`src/rtl/cfu_requant_stage.sv`:
```
// TFLite-style int32 -> int8 requantizer behind the CFU cmd/rsp handshake.
// Pipeline: bias add + left shift, SRDHM multiply, rounding right shift + offset, clamp.
module cfu_requant_stage #(
  parameter int ACC_W = 32
) (
  input  logic             clk,
  input  logic             reset,
  input  logic             cmd_valid,
  output logic             cmd_ready,
  input  logic [9:0]       cmd_payload_function_id,
  input  logic [ACC_W-1:0] cmd_payload_inputs_0,
  input  logic [ACC_W-1:0] cmd_payload_inputs_1,
  output logic             rsp_valid,
  input  logic             rsp_ready,
  output logic [ACC_W-1:0] rsp_payload_outputs_0
);

  typedef enum logic [2:0] {
    ST_IDLE  = 3'd0,
    ST_MUL   = 3'd1,
    ST_SRD   = 3'd2,
    ST_SHR   = 3'd3,
    ST_CLAMP = 3'd4
  } state_e;

  localparam logic [ACC_W-1:0] BIAS_RST    = 32'h0000_0000;
  localparam logic [ACC_W-1:0] MULT_RST    = 32'h4000_0000;
  localparam logic [ACC_W-1:0] SHIFT_RST   = 32'h0000_0000;
  localparam logic [ACC_W-1:0] OFF_RST     = 32'h0000_0000;
  localparam logic [ACC_W-1:0] ACT_MIN_RST = 32'hFFFF_FF80;
  localparam logic [ACC_W-1:0] ACT_MAX_RST = 32'h0000_007F;

  localparam logic [6:0] F_RESET    = 7'd0;
  localparam logic [6:0] F_BIAS     = 7'd1;
  localparam logic [6:0] F_MULT     = 7'd2;
  localparam logic [6:0] F_OFF      = 7'd3;
  localparam logic [6:0] F_ACT      = 7'd4;
  localparam logic [6:0] F_REQUANT  = 7'd5;

  // Left shift amount: positive part of shift, capped at 31.
  function automatic logic [4:0] left_amt(input logic signed [31:0] s);
    if (s < 32'sd0) begin
      left_amt = 5'd0;
    end else if (s > 32'sd31) begin
      left_amt = 5'd31;
    end else begin
      left_amt = s[4:0];
    end
  endfunction

  // Right shift amount: negative part of shift, capped at 31 without negating -2^31.
  function automatic logic [4:0] right_amt(input logic signed [31:0] s);
    logic signed [31:0] neg;
    neg = 32'sd0 - s;
    if (s >= 32'sd0) begin
      right_amt = 5'd0;
    end else if (s < -32'sd31) begin
      right_amt = 5'd31;
    end else begin
      right_amt = neg[4:0];
    end
  endfunction

  state_e state_q, state_d;

  logic [ACC_W-1:0] bias_q, bias_d;
  logic [ACC_W-1:0] mult_q, mult_d;
  logic [ACC_W-1:0] shift_q, shift_d;
  logic [ACC_W-1:0] out_off_q, out_off_d;
  logic [ACC_W-1:0] act_min_q, act_min_d;
  logic [ACC_W-1:0] act_max_q, act_max_d;

  logic [ACC_W-1:0]        x_q, x_d;
  logic signed [63:0]      p_q, p_d;
  logic                    sat_q, sat_d;
  logic [ACC_W-1:0]        h_q, h_d;
  logic [ACC_W-1:0]        v_q, v_d;
  logic                    rsp_valid_q, rsp_valid_d;
  logic [ACC_W-1:0]        rsp_data_q, rsp_data_d;

  logic             cmd_ready_s;
  logic             accept_s;
  logic [6:0]       func7_s;

  logic signed [63:0] prod_s;
  logic               sat_s;
  logic signed [63:0] nudge_s;
  logic signed [63:0] sum_s;
  logic signed [63:0] adj_s;
  logic [ACC_W-1:0]   h_next_s;
  logic [4:0]         rs_s;
  logic [ACC_W-1:0]   mask_s;
  logic [ACC_W-1:0]   rem_s;
  logic [ACC_W-1:0]   thr_s;
  logic [ACC_W-1:0]   shifted_s;
  logic [ACC_W-1:0]   rounded_s;
  logic [ACC_W-1:0]   lo_s;
  logic [ACC_W-1:0]   clamp_s;
  logic               unused_s;

  assign func7_s  = cmd_payload_function_id[9:3];
  assign accept_s = cmd_valid && cmd_ready_s;

  assign prod_s = $signed({{32{x_q[31]}}, x_q}) * $signed({{32{mult_q[31]}}, mult_q});
  assign sat_s  = (x_q == 32'h8000_0000) && (mult_q == 32'h8000_0000);

  // Round half away from zero, then divide by 2^31 truncating toward zero.
  assign nudge_s  = p_q[63] ? -64'sd1073741823 : 64'sd1073741824;
  assign sum_s    = p_q + nudge_s;
  assign adj_s    = sum_s[63] ? (sum_s + 64'sd2147483647) : sum_s;
  assign h_next_s = sat_q ? 32'h7FFF_FFFF : adj_s[62:31];

  assign rs_s      = right_amt(shift_q);
  assign mask_s    = (32'd1 << rs_s) - 32'd1;
  assign rem_s     = h_q & mask_s;
  assign thr_s     = (mask_s >> 1) + {31'd0, h_q[31]};
  assign shifted_s = $signed(h_q) >>> rs_s;
  assign rounded_s = shifted_s + ((rem_s > thr_s) ? 32'd1 : 32'd0);

  // act_max is applied last so it wins when the bounds are inverted.
  assign lo_s    = ($signed(v_q) < $signed(act_min_q)) ? act_min_q : v_q;
  assign clamp_s = ($signed(lo_s) > $signed(act_max_q)) ? act_max_q : lo_s;

  assign unused_s = ^{cmd_payload_function_id[2:0], adj_s[63], adj_s[30:0]};

  // FSM state register.
  always_ff @(posedge clk) begin
    if (reset) begin
      state_q <= ST_IDLE;
    end else begin
      state_q <= state_d;
    end
  end

  // FSM next-state logic.
  always_comb begin
    state_d = state_q;
    case (state_q)
      ST_IDLE: begin
        if (accept_s && (func7_s == F_REQUANT)) begin
          state_d = ST_MUL;
        end else begin
          state_d = ST_IDLE;
        end
      end
      ST_MUL:   state_d = ST_SRD;
      ST_SRD:   state_d = ST_SHR;
      ST_SHR:   state_d = ST_CLAMP;
      ST_CLAMP: state_d = ST_IDLE;
      default:  state_d = ST_IDLE;
    endcase
  end

  // FSM outputs.
  always_comb begin
    cmd_ready_s = 1'b0;
    if ((state_q == ST_IDLE) && !rsp_valid_q) begin
      cmd_ready_s = 1'b1;
    end else begin
      cmd_ready_s = 1'b0;
    end
  end

  // Config, datapath and response next-state.
  always_comb begin
    bias_d      = bias_q;
    mult_d      = mult_q;
    shift_d     = shift_q;
    out_off_d   = out_off_q;
    act_min_d   = act_min_q;
    act_max_d   = act_max_q;
    x_d         = x_q;
    p_d         = p_q;
    sat_d       = sat_q;
    h_d         = h_q;
    v_d         = v_q;
    rsp_valid_d = rsp_valid_q;
    rsp_data_d  = rsp_data_q;
    case (state_q)
      ST_IDLE: begin
        if (accept_s) begin
          case (func7_s)
            F_RESET: begin
              bias_d    = BIAS_RST;
              mult_d    = MULT_RST;
              shift_d   = SHIFT_RST;
              out_off_d = OFF_RST;
              act_min_d = ACT_MIN_RST;
              act_max_d = ACT_MAX_RST;
            end
            F_BIAS: bias_d = cmd_payload_inputs_0;
            F_MULT: begin
              mult_d  = cmd_payload_inputs_0;
              shift_d = cmd_payload_inputs_1;
            end
            F_OFF: out_off_d = cmd_payload_inputs_0;
            F_ACT: begin
              act_min_d = cmd_payload_inputs_0;
              act_max_d = cmd_payload_inputs_1;
            end
            F_REQUANT: x_d = (cmd_payload_inputs_0 + bias_q) << left_amt(shift_q);
            default: x_d = x_q;
          endcase
          if (func7_s != F_REQUANT) begin
            rsp_valid_d = 1'b1;
            rsp_data_d  = 32'd0;
          end else begin
            rsp_valid_d = rsp_valid_q;
          end
        end else if (rsp_valid_q && rsp_ready) begin
          rsp_valid_d = 1'b0;
        end else begin
          rsp_valid_d = rsp_valid_q;
        end
      end
      ST_MUL: begin
        p_d   = prod_s;
        sat_d = sat_s;
      end
      ST_SRD: h_d = h_next_s;
      ST_SHR: v_d = rounded_s + out_off_q;
      ST_CLAMP: begin
        rsp_data_d  = clamp_s;
        rsp_valid_d = 1'b1;
      end
      default: rsp_valid_d = rsp_valid_q;
    endcase
  end

  // Config, datapath and response registers.
  always_ff @(posedge clk) begin
    if (reset) begin
      bias_q      <= BIAS_RST;
      mult_q      <= MULT_RST;
      shift_q     <= SHIFT_RST;
      out_off_q   <= OFF_RST;
      act_min_q   <= ACT_MIN_RST;
      act_max_q   <= ACT_MAX_RST;
      x_q         <= 32'd0;
      p_q         <= 64'sd0;
      sat_q       <= 1'b0;
      h_q         <= 32'd0;
      v_q         <= 32'd0;
      rsp_valid_q <= 1'b0;
      rsp_data_q  <= 32'd0;
    end else begin
      bias_q      <= bias_d;
      mult_q      <= mult_d;
      shift_q     <= shift_d;
      out_off_q   <= out_off_d;
      act_min_q   <= act_min_d;
      act_max_q   <= act_max_d;
      x_q         <= x_d;
      p_q         <= p_d;
      sat_q       <= sat_d;
      h_q         <= h_d;
      v_q         <= v_d;
      rsp_valid_q <= rsp_valid_d;
      rsp_data_q  <= rsp_data_d;
    end
  end

  assign cmd_ready             = cmd_ready_s;
  assign rsp_valid             = rsp_valid_q;
  assign rsp_payload_outputs_0 = rsp_data_q;

endmodule
```
`config.mk`:
```
export PLATFORM = sky130hd
export DESIGN_NAME = cfu_requant_stage
export DESIGN_NICKNAME = d
export VERILOG_FILES = /design/src/rtl/cfu_requant_stage.sv
export SDC_FILE = /design/constraint.sdc
export NUM_CORES = 2
export LEC_CHECK = 0
export BUFFER_PORTS_ARGS = -buffer_cell sky130_fd_sc_hd__buf_2
export CORE_MARGIN = 3
export CORE_UTILIZATION = 60
export CTS_CLUSTER_DIAMETER = 30
export DETAILED_ROUTE_END_ITERATION = 12
export PLACE_DENSITY = 0.79
export SETUP_SLACK_MARGIN = 0.1
export SYNTH_ARGS = -nofsm -noshare
export SYNTH_HDL_FRONTEND = slang
export SYNTH_SLANG_ARGS = --single-unit
export TNS_END_PERCENT = 50
```
`constraint.sdc`:
```
create_clock -name clk -period 8.11 [get_ports clk]
set_input_delay 1.2165 -clock clk [delete_from_list [all_inputs] [get_ports clk]]
set_output_delay 1.2165 -clock clk [all_outputs]
set_load 0.03 [all_outputs]
```
==> After elaboration in Yosys (flattened, before gate mapping) <==
Index checks and enable logic that the tools add are counted.
{ "totals": {"inputBits": 78, "output_inout_bits": 34, "wordCells": 99, "register_bits": 389} }
{ "op_classes": {"mul": 1, "mux": 29, "magnitude_cmp": 7, "n_eq_ne": 16, "n_reduce_logical": 20, "bitwise": 1, "shifts": 3, "addsub": 8} }
{ "op_table": {"columns": ["cell", "count"], "rows": [
  ["32-bit one-hot mux with 2 select lines", 7],
  ["32-bit 2-to-1 mux", 5],
  ["32-bit adder", 2],
  ["64-bit adder", 1],
  ["32-bit == test, second input constant", 2],
  ["32-bit greater-than comparator", 2],
  ["32-bit by 32-bit multiplier with 64-bit output", 1],
  ["64-bit 2-to-1 mux", 1],
  ["63-bit by 32-bit adder with 63-bit output, second input constant", 1],
  ["63-bit 2-to-1 mux", 1],
  ["5-bit 2-to-1 mux", 7],
  ["31-bit by 1-bit adder with 32-bit output", 1],
  ["32-bit by 1-bit adder with 32-bit output", 1],
  ["32-bit AND", 1],
  ["32-bit by 1-bit greater-or-equal comparator with 1-bit output, second input constant", 1],
  ["32-bit by 6-bit greater-than comparator with 1-bit output, second input constant", 1],
  ["32-bit by 1-bit < comparator with 1-bit output, second input constant", 1],
  ["32-bit < comparator", 1],
  ["32-bit by 6-bit < comparator with 1-bit output, second input constant", 1],
  ["1-bit by 5-bit << shifter with 32-bit output, first input constant", 1],
  ["32-bit by 5-bit << shifter with 32-bit output", 1],
  ["32-bit by 5-bit >>> shifter with 32-bit output", 1],
  ["32-bit by 1-bit subtractor with 32-bit output, second input constant", 1],
  ["3-bit AND reduction", 7],
  ["other kinds (19)", 36]
]} }

==> Logic depth before layout (Yosys ltp) <==
{ "depth": {"word_depth": 10, "mapped_depth": 44, "depth_no_buf": 42} }

==> Least setup slack after synthesis <==
No wires, ideal clock.
{ "synth_path": {"path_type": "reg2reg", "from": "reg shift_q[0]", "to": "reg v_q[31]", "path_buffers": 2, "path_stages_with_launch": 44, "synth_period_minus_slack_ns": 8.624, "setup_ns": 0.132, "t_arrival_ns": 8.491, "setup_slack_ns": -0.514, "required_time_ns": 7.978, "path_cell_list": "dfxtp_1 -> buf_1 -> inv_1 -> ha_1 -> nor4b_1 -> nor4_4 -> nand2_2 -> clkbuf_1 -> or2_2 -> or2_2 -> ha_1 -> inv_1 -> ha_1 -> ha_1 -> o211a_1 -> and4b_1 -> nand4_1 -> and4bb_1 -> [8 not listed] -> nand2b_1 -> a21oi_1 -> nor2b_1 -> o21ai_0 -> and3_1 -> fa_1 -> nor2b_1 -> o2111ai_1 -> and3_1 -> o211ai_1 -> nand3_1 -> a21oi_1 -> a211o_1 -> a41o_1 -> o41ai_1 -> o21ai_0 -> xnor2_1 -> a21oi_1"} }
{ "synth_via": {"elab_chain_len": 10, "elab_cells_between_ends": 14, "cone_classes": "5 x add/sub; 3 x order compare; 2 x shift; 3 x mux; 1 x bitwise"} }
{ "synth_rtl": {"columns": ["element", "line_no", "source"], "rows": [
  ["start, declared", "68", "logic [ACC_W-1:0] shift_q, shift_d;"],
  ["start signal, assigned", "249", "shift_q <= shift_d;"],
  ["32-bit by 6-bit < comparator with 1-bit output / 1-bit by 5-bit subtractor with 5-bit output (equally long branches)", "57, 54", null],
  ["5-bit 2-to-1 mux", "57", "end else if (s < -32'sd31) begin"],
  ["5-bit 2-to-1 mux *", "55", "if (s >= 32'sd0) begin"],
  ["1-bit by 5-bit << shifter with 32-bit output", "114", "assign mask_s = (32'd1 << rs_s) - 32'd1;"],
  ["32-bit by 1-bit subtractor with 32-bit output", "114", null],
  ["31-bit by 1-bit adder with 32-bit output / 32-bit AND (equally long branches)", "116, 115", null],
  ["32-bit greater-than comparator", "118", "assign rounded_s = shifted_s + ((rem_s > thr_s) ? 32'd1 : 32'd0);"],
  ["1-bit 2-to-1 mux", "118", null],
  ["32-bit by 1-bit adder with 32-bit output *", "118", null],
  ["32-bit adder *", "221", "ST_SHR: v_d = rounded_s + out_off_q;"],
  ["end signal, assigned", "257", "v_q <= v_d;"],
  ["end, declared", "77", "logic [ACC_W-1:0] v_q, v_d;"]
]} }
Mark *: on every way between the ends. The rest lies on a longest branch, timed or not.
A chain may end at the register's enable or synchronous reset.

==> Worst setup path in the final report <==
{ "layout_path": {"from": "reg mult_q[4]", "to": "reg p_q[62]"} }
{ "layout_via": {"elab_chain_len": 1} }
{ "layout_rtl": {"columns": ["element", "line_no", "source"], "rows": [
  ["start, declared", "67", "logic [ACC_W-1:0] mult_q, mult_d;"],
  ["start signal, assigned", "248", "mult_q <= mult_d;"],
  ["32-bit by 32-bit multiplier with 64-bit output", "104", "assign prod_s = $signed({{32{x_q[31]}}, x_q}) * $signed({{32{mult_q[31]}}, mult_q});"],
  ["end signal, assigned", "254", "p_q <= p_d;"],
  ["end, declared", "74", "logic signed [63:0] p_q, p_d;"]
]} }
No other way between the ends.

==> flow_results.xml <==
<?xml version="1.0" encoding="UTF-8"?>
<metrics>
  <group name="global_route">
    <metric name="vias_in_the_first_global_route" unit="">57327</metric>
    <metric name="grt.overflow.total" unit="">0</metric>
    <metric name="pin_count_of_the_biggest_net_entering_global_routing" unit="">176</metric>
    <metric name="grt_antenna_before_repair" unit="">3</metric>
    <metric name="globalRouteTotalUtil" unit="">0.3478</metric>
    <metric name="wire_length_of_the_first_global_routing_pass" unit="mm">306.3</metric>
  </group>
  <group name="power_and_ir_drop">
    <metric name="power.density" unit="mW/mm2">79.84</metric>
    <metric name="leakage" unit="nW">32.17</metric>
    <metric name="worst_voltage_drop_across_the_vdd_grid" unit="uV">196.0</metric>
  </group>
  <group name="logic_synthesis">
    <metric name="synthesis.area" unit="mm2">0.06355</metric>
    <metric name="post_synth_edffs" unit="">0</metric>
    <metric name="synthDominantAreaCellType" unit="">sky130_fd_sc_hd__fa_1</metric>
    <metric name="seq_area_frac_synth" unit="">0.1225</metric>
    <metric name="synth-simple-area-share" unit="">0.1819</metric>
    <metric name="post_synth_inst_count" unit="">7681</metric>
    <metric name="synth_compound_area_frac" unit="">0.1224</metric>
    <metric name="synth.top_cell.area_share" unit="">0.3415</metric>
    <metric name="avg_cell_area_syn" unit="um2">8.273</metric>
    <metric name="yosys_register_bits" unit="">389</metric>
    <metric name="synthArstFlopShare" unit="">0</metric>
    <metric name="postSynthNetCount" unit="">9222</metric>
    <metric name="synth_fa_ha_area_frac" unit="">0.4161</metric>
    <metric name="combinational_family_with_the_most_area_after_synthesis" unit="">adder cells</metric>
    <metric name="synthMuxAreaShare" unit="">0.02644</metric>
    <metric name="yosys-top-cells-area" unit="">sky130_fd_sc_hd__fa_1 (34%), sky130_fd_sc_hd__dfxtp_1 (12%), sky130_fd_sc_hd__inv_1 (7.5%)</metric>
    <metric name="synth.lib_cells_used.distinct" unit="">96</metric>
    <metric name="synthXorXnorAreaFrac" unit="">0.02729</metric>
    <metric name="yosys_most_used_dff" unit="">sky130_fd_sc_hd__dfxtp_1</metric>
    <metric name="yosysWarnings" unit="">0</metric>
  </group>
  <group name="sta">
    <metric name="fin_hold_ws" unit="ns">0.4517</metric>
    <metric name="achievable-frequency" unit="MHz">122.9</metric>
    <metric name="final.min_clock_period" unit="ns">8.138</metric>
    <metric name="setup_repair_after_global_routing_missed_its_margin" unit="">true</metric>
    <metric name="final.period_utilization" unit="">1.003</metric>
    <metric name="final_hold_viol_count" unit="">0</metric>
    <metric name="fin_ws" unit="ns">-0.02804</metric>
    <metric name="max_slew.worst_pin.slew" unit="ns">1.205</metric>
    <metric name="maxSlewViolCount" unit="">0</metric>
    <metric name="slew-limit-headroom" unit="">0.1948</metric>
    <metric name="report.final.setup_viol" unit="">3</metric>
    <metric name="setup_tns" unit="ns">-0.05970</metric>
    <metric name="worst_clock_skew" unit="ns">0.06350</metric>
  </group>
  <group name="critical_path">
    <metric name="critical_path.startpoint" unit="">mult_q[4]</metric>
    <metric name="timing.reg2reg.worst_path_depth" unit="">32</metric>
    <metric name="crit-reg2reg-launch" unit="">mult_q[4]</metric>
    <metric name="arrival" unit="ns">8.66</metric>
    <metric name="start_kind" unit="">flip-flop</metric>
    <metric name="critical_path.slowest_cell" unit="">sky130_fd_sc_hd__fa_1</metric>
    <metric name="reg2reg_setup_slack" unit="ns">-0.03</metric>
    <metric name="critical_path.max_stage_delay" unit="ns">0.60</metric>
    <metric name="cp_data_required_time" unit="ns">8.63</metric>
    <metric name="cpMostUsedCell" unit="">sky130_fd_sc_hd__fa_1</metric>
    <metric name="r2r-end" unit="">p_q[62]</metric>
    <metric name="worst-setup-path-type" unit="">reg -&gt; reg</metric>
    <metric name="timing.critical_path.to_type" unit="">flip-flop</metric>
    <metric name="worst-path-max-fanout" unit="">8</metric>
  </group>
  <group name="floorplan">
    <metric name="design.die.area" unit="mm2">0.1099</metric>
    <metric name="boundaryPins" unit="">112</metric>
    <metric name="initial_utilization" unit="">0.6088</metric>
    <metric name="floorplan_die_width" unit="um">331.4</metric>
    <metric name="die_h" unit="um">331.4</metric>
    <metric name="num_rows" unit="">118</metric>
    <metric name="core_region_area" unit="mm2">0.1044</metric>
  </group>
  <group name="final_layout">
    <metric name="layout_filler_cell_count" unit="">7916</metric>
    <metric name="area.growth.synth_to_final" unit="%">14.27</metric>
    <metric name="layout.area.seq" unit="mm2">0.007941</metric>
    <metric name="final_cells" unit="">9329</metric>
    <metric name="final_layout_size_suffix_gt1_frac" unit="">0.1267</metric>
    <metric name="multi_input_comb_area" unit="mm2">0.05013</metric>
    <metric name="final_design_area_no_fill" unit="mm2">0.07261</metric>
    <metric name="fin_nets" unit="">9418</metric>
  </group>
  <group name="placed_design">
    <metric name="number_of_placed_instances_taps_included" unit="">9100</metric>
    <metric name="dp_hpwl" unit="mm">148.5</metric>
    <metric name="place.gp.congestion" unit="">0.9925</metric>
    <metric name="portBuffers" unit="">108</metric>
    <metric name="placement.cell_area" unit="mm2">0.06751</metric>
  </group>
  <group name="worst_hold_path">
    <metric name="hold_end" unit="">bias_q[24]</metric>
    <metric name="whs_path_depth" unit="">2</metric>
    <metric name="hold_path_class" unit="">reg -&gt; reg</metric>
    <metric name="worstHoldStart" unit="">bias_q[24]</metric>
  </group>
  <group name="routing">
    <metric name="drc_errors" unit="">0</metric>
    <metric name="vias_after_detailed_routing" unit="">56493</metric>
    <metric name="detailedRoute.firstPassIterationCount" unit="">8</metric>
    <metric name="drt_wl_total" unit="mm">197.0</metric>
    <metric name="drt-initial-drc-count" unit="">5208</metric>
    <metric name="post_drt_via_cell_ratio" unit="">6.056</metric>
    <metric name="drt.antenna.violating_nets" unit="">0</metric>
    <metric name="post_drt_wl_per_cell" unit="um">21.12</metric>
  </group>
  <group name="status">
    <metric name="violations" unit="">negative setup slack</metric>
    <metric name="run_status" unit="">finished, violations left</metric>
  </group>
  <group name="clocking">
    <metric name="worstSkewPairLatency" unit="ns">0.65</metric>
    <metric name="cts_buffers" unit="">87</metric>
    <metric name="cts_htree_levels" unit="">3</metric>
    <metric name="cts_tree" unit="">yes</metric>
    <metric name="cts.root.buffer_cell" unit="">sky130_fd_sc_hd__clkbuf_16</metric>
    <metric name="cts-root-to-sink-buffers" unit="">3</metric>
    <metric name="sinks_on_the_clock_net" unit="">389</metric>
    <metric name="clock_pin_transition_on_the_worst_setup_and_hold_timing_paths" unit="ns">0.05</metric>
  </group>
  <group name="run">
    <metric name="maxCapViolCount" unit="">0</metric>
  </group>
</metrics>
[where the power goes]
part / total [W] / leakage (nW) / internal, W / switching (W)
logic: 0.000357 / 27.6 / 0.000104 / 0.000253
clock network: 0.00353 / 1.44 / 0.00229 / 0.00123
registers: 0.00191 / 3.17 / 0.00191 / 0.00000498
total: 0.00580 / 32.2 / 0.00431 / 0.00149
[synthesized netlist by cell type, drive strengths merged, types with 7 or more instances]
master / instances
inv: 1279
nand2: 1227
fa: 1084
clkbuf: 436
a21oi: 416
dfxtp: 389
ha: 379
nor2: 328
and2: 289
o21ai: 251
nand3: 188
mux2i: 142
xnor2: 133
nor3: 97
a21o: 94
a22oi: 78
nand2b: 67
xor2: 65
nand4: 63
a211oi: 58
nor4: 45
o21a: 41
o211ai: 40
o221ai: 39
nor2b: 38
a31oi: 35
and3: 35
or3: 30
buf: 27
o21bai: 25
mux2: 21
o31ai: 21
or2: 19
and4: 16
o22ai: 13
a211o: 12
or4: 12
o41ai: 11
a2111oi: 10
a21boi: 9
nand3b: 9
nor3b: 8
a31o: 7
nor4b: 7
o2111ai: 7
[metal layers]
metal  vias up  share of wire  routed length [um]  GRT usage
met1     27821           0.37               73280     0.4387
li1      24925              -                   -          -
met3       792          0.097               19110    0.07182
met2      2953           0.46               91190     0.5598
met4         2          0.068               13400     0.1949
met5         -       0.000046                   9          0
[stage by stage]
step                        util  total power, W  setup WS [ns]
after floorplan                -        0.002153        0.09302
after global placement    0.6468        0.002291        -0.1031
after detailed placement  0.6468        0.002294        -0.2023
after CTS                 0.6786        0.005791        0.07627
after global routing      0.6956        0.005924        -0.2176
final                     0.6957        0.005797       -0.02804
[placed cells by master, fill, tap and decap left out, types with 67 or more instances in the layout]
cell type,Yosys,routed
sky130_fd_sc_hd__clkbuf_16,0,93
sky130_fd_sc_hd__nand3_1,188,183
sky130_fd_sc_hd__buf_4,2,354
sky130_fd_sc_hd__a22oi_1,78,78
sky130_fd_sc_hd__ha_1,379,364
sky130_fd_sc_hd__xnor2_1,133,131
sky130_fd_sc_hd__nand2b_1,67,67
sky130_fd_sc_hd__o21ai_0,239,227
sky130_fd_sc_hd__dfxtp_1,389,334
sky130_fd_sc_hd__fa_1,1084,1053
sky130_fd_sc_hd__and2_1,289,285
sky130_fd_sc_hd__mux2i_1,142,142
sky130_fd_sc_hd__nor3_1,94,88
sky130_fd_sc_hd__a21o_1,94,94
sky130_fd_sc_hd__a21oi_1,416,396
sky130_fd_sc_hd__inv_1,1278,1265
sky130_fd_sc_hd__buf_2,4,108
sky130_fd_sc_hd__nor2_1,328,315
sky130_fd_sc_hd__nand2_1,1226,1214
[cell families (layout without fill, tap and decap cells)]
kind of cell / count (synthesis) / count (layout)
flip-flops: 389 / 389
other: 2 / 4
AO/OA/AOI/OAI: 1231 / 1231
XOR/XNOR: 198 / 198
multiplexers: 164 / 164
AND/OR/NAND/NOR: 2491 / 2491
adder cells (fa/ha/maj): 1463 / 1463
buffers and inverters: 1743 / 2009
[critical path, delay by kind of cell, from the launching register on]
kind	cells	cell delay, ns
multiplexers	1	0.18
AND/OR/NAND/NOR	4	0.35
AO/OA/AOI/OAI	8	1.70
adder cells (fa/ha/maj)	9	4.25
buffers and inverters	10	1.05
flip-flops	1	0.47
[final cells by class]
class                           instances  area share
Timing Repair Buffer                  570     0.06910
Inverter                             1280     0.06625
Antenna cell                            2  0.00006892
Clock buffer                          113     0.03355
Tap cell                             1380     0.02378
Sequential cell                       389      0.1094
Clock inverter                         46    0.007530
Multi-Input combinational cell       5549      0.6904
[how the worst max path moves through the flow]
stage,to,cells after the start
after floorplan,p_q[56],31
after global placement,p_q[62],30
after detailed placement,p_q[62],30
after CTS,v_q[28],45
after global routing,p_q[62],32
final,p_q[62],32
[timing repair]
| item | 4_1_cts | 5_1_grt |
|---|---|---|
| hold endpoints to repair | 0 | 0 |
| hold buffers | 0 | 0 |
| gates resized for setup | 66 | 328 |
| pin swaps | 20 | 128 |
| gates cloned | 1 | 6 |
| buffers inserted | 9 | 54 |
| endpoints found under the setup margin | 28 | 43 |
[sequential cells by signal, summed over array words and instances, names as in the netlist]
register               cells
act_max_q                 32
act_min_q                 32
bias_q                    32
h_q                       32
mult_q                    32
out_off_q                 32
p_q                       64
rsp_payload_outputs_0     32
rsp_valid                  1
sat_q                      1
shift_q                   32
state_q                    3
v_q                       32
x_q                       32
Power figures use the tool's default switching activity.
